==> src/rtl/ball_motion_engine.sv <==
// Fixed-point ball position integrator: one add/reflect/exit step per step_req (IDLE->ADD->EDGE->DONE).
// Optional macro BALL_WALL_BOUNCE_EN: reflect off top/bottom walls instead of clamping.
module ball_motion_engine #(
   parameter int X_W    = 11,
   parameter int Y_W    = 11,
   parameter int FRAC_W = 4,
   parameter int V_W    = 11,
   parameter int X_MAX  = 799,
   parameter int Y_MAX  = 599,
   parameter int X_INIT = 400,
   parameter int Y_INIT = 300
) (
   input  logic                  clk,
   input  logic                  rst_n,
   input  logic                  load_req,
   input  logic [X_W-1:0]        load_x,
   input  logic [Y_W-1:0]        load_y,
   input  logic                  step_req,
   input  logic [V_W+FRAC_W-1:0] vx_mag,
   input  logic                  vx_dir,
   input  logic [V_W+FRAC_W-1:0] vy_mag,
   input  logic                  vy_dir,
   output logic [X_W-1:0]        pix_x,
   output logic [Y_W-1:0]        pix_y,
   output logic                  dir_x_out,
   output logic                  dir_y_out,
   output logic                  wall_hit,
   output logic                  score_left,
   output logic                  score_right,
   output logic                  busy,
   output logic                  done
);
   localparam int PXW = X_W + FRAC_W;
   localparam int PYW = Y_W + FRAC_W;
   localparam int VW  = V_W + FRAC_W;
   // Signed working widths: wide enough for pos +/- vel plus sign and doubling headroom
   localparam int SXW = ((X_W > V_W) ? X_W : V_W) + FRAC_W + 2;
   localparam int SYW = ((Y_W > V_W) ? Y_W : V_W) + FRAC_W + 2;

   localparam logic [PXW-1:0]        XINIT_F = PXW'(X_INIT * (1 << FRAC_W));
   localparam logic [PYW-1:0]        YINIT_F = PYW'(Y_INIT * (1 << FRAC_W));
   localparam logic signed [SXW-1:0] XMAX_F  = SXW'(X_MAX * (1 << FRAC_W));
   localparam logic signed [SYW-1:0] YMAX_F  = SYW'(Y_MAX * (1 << FRAC_W));
   localparam logic signed [SYW-1:0] YMAX2_F = SYW'(2 * Y_MAX * (1 << FRAC_W));

   typedef enum logic [1:0] {S_IDLE, S_ADD, S_EDGE, S_DONE} state_t;

   state_t                  state_q;
   logic [PXW-1:0]          pos_x_q, res_x_q;
   logic [PYW-1:0]          pos_y_q, res_y_q;
   logic                    dir_x_q, dir_y_q, res_dx_q, res_dy_q;
   logic [VW-1:0]           vx_q, vy_q;
   logic                    vxd_q, vyd_q;
   logic signed [SXW-1:0]   nx_q;
   logic signed [SYW-1:0]   ny_q;
   logic                    res_wall_q, res_sl_q, res_sr_q;
   logic                    wall_q, sl_q, sr_q, busy_q, done_q;

   logic signed [SXW-1:0]   x_ext, vx_ext;
   logic signed [SYW-1:0]   y_ext, vy_ext, ry_d;
   logic                    flip_y_d, wall_d, exit_l_d, exit_r_d;

   assign x_ext  = $signed(SXW'(pos_x_q));
   assign vx_ext = $signed(SXW'(vx_q));
   assign y_ext  = $signed(SYW'(pos_y_q));
   assign vy_ext = $signed(SYW'(vy_q));

   always_comb begin
      ry_d     = ny_q;
      flip_y_d = 1'b0;
      wall_d   = ny_q[SYW-1] || (ny_q == '0) || (ny_q >= YMAX_F);
      exit_l_d = nx_q[SXW-1];
      exit_r_d = !nx_q[SXW-1] && (nx_q > XMAX_F);
`ifdef BALL_WALL_BOUNCE_EN
      if (ny_q[SYW-1]) begin
         ry_d     = -ny_q;
         flip_y_d = 1'b1;
         if (ry_d > YMAX_F) ry_d = YMAX_F;
      end else if (ny_q > YMAX_F) begin
         ry_d     = YMAX2_F - ny_q;
         flip_y_d = 1'b1;
         if (ry_d[SYW-1]) ry_d = '0;
      end
`else
      if (ny_q[SYW-1])         ry_d = '0;
      else if (ny_q > YMAX_F)  ry_d = YMAX_F;
`endif
   end

   always_ff @(posedge clk or posedge rst_n) begin
      if (rst_n) begin
         state_q    <= S_IDLE;
         pos_x_q    <= XINIT_F;
         pos_y_q    <= YINIT_F;
         dir_x_q    <= 1'b0;
         dir_y_q    <= 1'b0;
         vx_q       <= '0;
         vy_q       <= '0;
         vxd_q      <= 1'b0;
         vyd_q      <= 1'b0;
         nx_q       <= '0;
         ny_q       <= '0;
         res_x_q    <= '0;
         res_y_q    <= '0;
         res_dx_q   <= 1'b0;
         res_dy_q   <= 1'b0;
         res_wall_q <= 1'b0;
         res_sl_q   <= 1'b0;
         res_sr_q   <= 1'b0;
         wall_q     <= 1'b0;
         sl_q       <= 1'b0;
         sr_q       <= 1'b0;
         busy_q     <= 1'b0;
         done_q     <= 1'b0;
      end else begin
         done_q <= 1'b0;
         wall_q <= 1'b0;
         sl_q   <= 1'b0;
         sr_q   <= 1'b0;
         case (state_q)
            S_IDLE: begin
               if (load_req) begin
                  pos_x_q <= {load_x, {FRAC_W{1'b0}}};
                  pos_y_q <= {load_y, {FRAC_W{1'b0}}};
               end else if (step_req) begin
                  vx_q    <= vx_mag;
                  vy_q    <= vy_mag;
                  vxd_q   <= vx_dir;
                  vyd_q   <= vy_dir;
                  busy_q  <= 1'b1;
                  state_q <= S_ADD;
               end
            end
            S_ADD: begin
               nx_q    <= vxd_q ? (x_ext - vx_ext) : (x_ext + vx_ext);
               ny_q    <= vyd_q ? (y_ext - vy_ext) : (y_ext + vy_ext);
               state_q <= S_EDGE;
            end
            S_EDGE: begin
               // An x exit re-serves the ball and throws away the whole y outcome
               if (exit_l_d || exit_r_d) begin
                  res_x_q    <= XINIT_F;
                  res_y_q    <= YINIT_F;
                  res_dx_q   <= ~vxd_q;
                  res_dy_q   <= vyd_q;
                  res_wall_q <= 1'b0;
               end else begin
                  res_x_q    <= nx_q[PXW-1:0];
                  res_y_q    <= ry_d[PYW-1:0];
                  res_dx_q   <= vxd_q;
                  res_dy_q   <= vyd_q ^ flip_y_d;
                  res_wall_q <= wall_d;
               end
               res_sl_q <= exit_l_d;
               res_sr_q <= exit_r_d;
               state_q  <= S_DONE;
            end
            S_DONE: begin
               pos_x_q <= res_x_q;
               pos_y_q <= res_y_q;
               dir_x_q <= res_dx_q;
               dir_y_q <= res_dy_q;
               wall_q  <= res_wall_q;
               sl_q    <= res_sl_q;
               sr_q    <= res_sr_q;
               done_q  <= 1'b1;
               busy_q  <= 1'b0;
               state_q <= S_IDLE;
            end
            default: state_q <= S_IDLE;
         endcase
      end
   end

   assign pix_x       = pos_x_q[PXW-1:FRAC_W];
   assign pix_y       = pos_y_q[PYW-1:FRAC_W];
   assign dir_x_out   = dir_x_q;
   assign dir_y_out   = dir_y_q;
   assign wall_hit    = wall_q;
   assign score_left  = sl_q;
   assign score_right = sr_q;
   assign busy        = busy_q;
   assign done        = done_q;
endmodule

==> config.mk <==
export PLATFORM = sky130hd
export DESIGN_NAME = ball_motion_engine
export DESIGN_NICKNAME = d
export VERILOG_FILES = /design/src/rtl/ball_motion_engine.sv
export SDC_FILE = /design/constraint.sdc
export NUM_CORES = 1
export LEC_CHECK = 0
export CAP_MARGIN = 20
export CORE_ASPECT_RATIO = 0.6
export CORE_MARGIN = 2
export CORE_UTILIZATION = 30
export CTS_CLUSTER_DIAMETER = 120
export DETAILED_ROUTE_END_ITERATION = 10
export DONT_BUFFER_PORTS = 1
export PLACE_DENSITY = 0.44
export SETUP_SLACK_MARGIN = 0.5
export SLEW_MARGIN = 25
export SYNTH_ARGS = -nofsm -noshare
export SYNTH_HDL_FRONTEND = slang
export SYNTH_SLANG_ARGS = --single-unit
==> constraint.sdc <==
create_clock -name clk -period 11.6 [get_ports clk]
set_input_delay 1.74 -clock clk [delete_from_list [all_inputs] [get_ports clk]]
set_output_delay 1.74 -clock clk [all_outputs]
set_load 0.02 [all_outputs]
Word level (Yosys, flattened, before mapping)
Cells that the tools add are included.
{"block": "op_classes", "add_sub_neg": 4, "order_cmp": 3, "eq_ne": 6, "muxes": 22, "bitwise_logic": 2, "reduce_logical": 12}
{"cell": "2-to-1 mux 15 bit", "count": 6}
{"cell": "case mux 15 bit (2 select lines)", "count": 2}
{"cell": "> comparator 17 x 15 -> 1 bit (second input constant)", "count": 2}
{"cell": "2-to-1 mux 17 bit", "count": 2}
{"cell": "adder 15 x 15 -> 16 bit", "count": 2}
{"cell": "subtractor 15 x 15 -> 16 bit", "count": 2}
{"cell": "greater-or-equal comparator 17 x 15 -> 1 bit (second input constant)", "count": 1}
{"cell": "zero test 17 bit", "count": 1}
{"cell": "2-to-1 mux 1 bit", "count": 8}
{"cell": "case mux 2 bit (4 select lines)", "count": 1}
{"cell": "!= test 2 bit (second input constant)", "count": 3}
{"cell": "AND reduction 3 bit", "count": 2}
{"cell": "== test 2 bit (second input constant)", "count": 2}
{"cell": "2-to-1 mux 2 bit", "count": 2}
{"cell": "AND reduction 2 bit", "count": 2}
{"cell": "logical OR 1 bit", "count": 3}
{"cell": "== test 2 x 1 -> 1 bit (second input constant)", "count": 1}
{"cell": "zero test 2 bit", "count": 1}
{"cell": "inverter 1 bit", "count": 2}
{"cell": "case mux 1 bit (2 select lines)", "count": 1}
{"cell": "nonzero test 2 bit", "count": 1}
{"cell": "logical AND 1 bit", "count": 1}
{"cell": "zero test 1 bit", "count": 1}
{"block": "totals", "ff_bits": 140, "input_bits": 58, "elab_cells": 72}

Logic depth before layout (Yosys ltp)
{"block": "logic_depth", "ltp_word": 4, "depth_mapped": 10, "depth_no_buf": 10}

Least setup slack after synthesis
Ideal clock, no wire load.
{"block": "synth_path", "path_type": "input -> register", "start": "input port step_req", "end": "register vx_q[0]", "t_arrival_ps": 2719, "path_slack_ps": 8756, "stages": 4, "n_path_buf": 1, "path_cell_list": "nor2b_1 > nand2_1 > buf_1 > mux2_2"}
{"block": "synth_via", "elab_chain_len": 1}
{"item": "start, declared", "line_no": "18", "text": "input logic step_req,"}
{"item": "AND reduction 3 bit (no source line)"}
{"item": "end signal, assigned", "line_no": "126", "text": "vx_q <= vx_mag;"}
{"item": "end, declared", "line_no": "52", "text": "logic [VW-1:0] vx_q, vy_q;"}
No other way between the ends.
A chain may end at the register's enable or synchronous reset.

Final worst setup path
{"block": "layout_path", "start": "register pos_y_q[0]", "end": "register ny_q[14]"}
{"block": "layout_via", "elab_chain_len": 2, "word_cells_on_any_way": 3}
{"item": "start, declared", "line_no": "50", "text": "logic [PYW-1:0] pos_y_q, res_y_q;"}
{"item": "start signal, assigned", "line_no": "124", "text": "pos_y_q <= {load_y, {FRAC_W{1'b0}}};"}
{"item": "start signal, assigned", "line_no": "160", "text": "pos_y_q <= res_y_q;"}
{"item": "adder 15 x 15 -> 16 bit / subtractor 15 x 15 -> 16 bit (equally long branches)", "line_no": "136", "text": "ny_q <= vyd_q ? (y_ext - vy_ext) : (y_ext + vy_ext);"}
{"item": "2-to-1 mux 17 bit *", "line_no": "136"}
{"item": "end signal, assigned", "line_no": "136"}
{"item": "end, declared", "line_no": "55", "text": "logic signed [SYW-1:0] ny_q;"}
Every way passes the cells marked *; elsewhere a longest branch is shown, timed or not.

==> results.cfg <==
[floorplan]
std_cell_rows = 48
die-area_sq_um = 30700
io_pins = 87
core_sq_um = 28770
die_h_um = 136.5
die_w_um = 224.9
start_util_pct = 30.52

[synth]
syn_inst = 920
seq_area_frac_synth_pct = 40.00
synth_area_leader_cell = dfrtp_1
netlist-cell-type-count = 73
synth-compound-area-share_pct = 19.88
synth_top_area_share_pct = 37.90
synthXorXnorAreaFrac_pct = 1.496
synthAdderAreaFrac_pct = 10.03
yosysMostFrequentCell = dfrtp_1
yosys_warnings = 0
synth_seq_cells = 140
syn-num-nets = 1046
synthFlopType = dfrtp_1
synthTopCellsByCount = 133 x dfrtp_1, 68 x inv_1, 64 x ha_1, 64 x nand2_1, 64 x nor2_1
synth_mux_area_share_pct = 8.464
syn_avg_cell_area_sq_um = 9.544
async_flop_share_pct = 100.0
synth_top_family_by_area = compound AO/OA/AOI/OAI gates
synth_edf_count = 0
synth-simple-area-share_pct = 12.48
synth.area.top_cells = dfrtp_1 38%, ha_1 9.1%, mux2_2 5.4%
syn_area_sq_um = 8781

[timing]
final-max-slew-violation-count = 0
rsz0062_at_grt = false
max_freq_mhz = 334.6
finalSetupTns_ns = 0
setup_viol = 0
skew_ns = 0.006563
worst_slew_pin_slew_ns = 0.9317
relSlewSlack_pct = 37.66
fin_crit_ns = 2.989
finalHoldViolations = 0
hold_slack_ns = 0.4892
fin_crit_sh_pct = 25.77

[setup_path]
ff2ff_setup_slack_ns = 8.61
timing.rr.end = ny_q[14]
worstPathCellList = ha_1, fa_1, nor2b_1, o21ai_1, nand4_1, a311oi_1, o31a_1, nor4_1, o31ai_1
worstSetupPathType = reg -> reg
cp_max_fo = 3
worst-endpoint-arrival_ns = 3.33
crit_path_end_kind = register
rr_worst_depth = 9
cp-start-kind = register
crit_slowest_cell = a311oi_1
crit_start = pos_y_q[0]
reg2reg_from = pos_y_q[0]
required_ns = 11.94
slowest_delay_ns = 0.65

[global_route]
grt_pass1_vias = 6161
antenna_found_initial = 2
grt_pass1_wl_mm = 39.59
grt_usage_pct = 17.31
grt-ovfl-total = 0
grt_max_degree = 74

[cts]
cts_tree = built
post_cts_buffers = 0
cts_root_buf = clkbuf_16
cts.htree.levels = 4
hold_buffers = 0
cts_buffer_depth = 2
cts.sinks = 140
cts_resized = 0
clk_latency_ns = 0.44
path_clk_slew_ns = 0.07
cts_made_buffers = 17

[route]
vias_per_cell = 5.206
routed_wl_mm = 25.47
ant_nets = 0
drc = 0
via_count = 6580
avgRoutedWirePerCell_um = 20.15
dr.pass1.iters = 5
drt_iter0_drc = 722

[placed_design]
port_buffers = 0
place_congestion = 0.8290
place_hpwl_mm = 18.74

[hold_path]
whs_endpoint = wall_hit
min_path_type = reg -> reg
hp-start = res_wall_q
whs_path_depth = 1

[final_layout]
area_growth_pct = 7.495
drive_above_1_share_pct = 11.72
nets = 1000

[job]
max_cap_violations = 0

[power]
leakage_nw = 4.101
power.density_nw_per_um2 = 347.8
ir_worst_vdd_mv = 0.1127

[run_status]
status = complete, no violations
==> metal layers <==
layer	routed length, um	vias to the layer above	share of wire, %	GRT usage [%]
met5	0	-	0	0
met4	125	0	0.49	4.010
met3	1465	11	5.8	4.594
met2	9210	155	36	20.76
met1	14670	3243	58	28.91
li1	-	3171	-	-
==> sequential cells by signal, summed over array words and instances (netlist names), 2 cells and up <==
signal	cells
res_y_q	15
state_q	2
vy_q	15
vx_q	15
nx_q	17
pos_x_q	15
ny_q	17
pos_y_q	15
res_x_q	15
==> power breakdown <==
group | total, mW | switching [mW] | leakage, nW | internal (mW)
Sequential | 1.02 | 0.303 | 1.70 | 0.719
Combinational | 1.76 | 1.06 | 2.15 | 0.699
Clock | 0.503 | 0.229 | 0.250 | 0.274
==> worst max-delay path: cells and delay by family, from the launching register on <==
family,cells,cell delay [ns]
AO/OA/AOI/OAI,4,1.39
adder cells (fa/ha/maj),2,0.64
flip-flops,1,0.43
AND/OR/NAND/NOR,3,0.43
==> placed cells by master (no fill, tap or decap), types with 10 or more instances in the layout <==
cell type  netlist  routed
a22o_1          14      14
xnor2_1         11      11
a21oi_1         62      62
nor4_1          10      10
o211ai_1        12      12
nor2b_1         14      14
nor3_1          21      21
nand2_1         64      63
mux2i_1         27      27
nor2_1          64      64
dfrtp_1        133     133
inv_1           68      67
o2bb2ai_1       12      12
ha_1            64      63
nand3_1         13      13
o21ai_0         58      58
clkbuf_16        0      17
mux2_2          42      42
==> stage by stage <==
stage	total power, mW	setup slack [ns]	utilization [%]	cell area, sq um	instances
floorplan	2.358	6.119	-	8781	920
global placement	2.771	8.343	30.96	8907	1230
detailed placement	2.770	8.279	30.96	8907	1230
CTS	3.293	8.680	32.79	9434	1262
global route	3.561	8.386	32.79	9434	1262
finish	3.283	8.611	32.81	9439	1264
==> how the worst max path moves through the flow <==
stage                           to  depth (start not counted)
after CTS                 nx_q[13]                          8
after detailed placement  vx_q[12]                          3
after floorplan               busy                          1
after global placement     ny_q[1]                          2
final                     ny_q[14]                          9
after global routing       nx_q[8]                          7
==> cells by family after synthesis <==
| group | count (synthesis) |
|---|---|
| simple gates | 229 |
| fa+ha+maj | 68 |
| compound gates | 258 |
| buf+inv | 141 |
| flops | 140 |
| xor+xnor | 15 |
| mux | 69 |
==> layout make-up <==
| type | count | area [sq um] |
|---|---|---|
| antenna | 2 | 5.005 |
| clock buffer | 19 | 432.9 |
| clock inverter | 13 | 93.84 |
| fill | 2965 | 19330 |
| inverter | 70 | 267.8 |
| multi-input combinational | 639 | 4613 |
| sequential | 140 | 3512 |
| tap | 375 | 469.2 |
| timing repair buffer | 6 | 45.04 |
(Power assumes the default switching activity.)
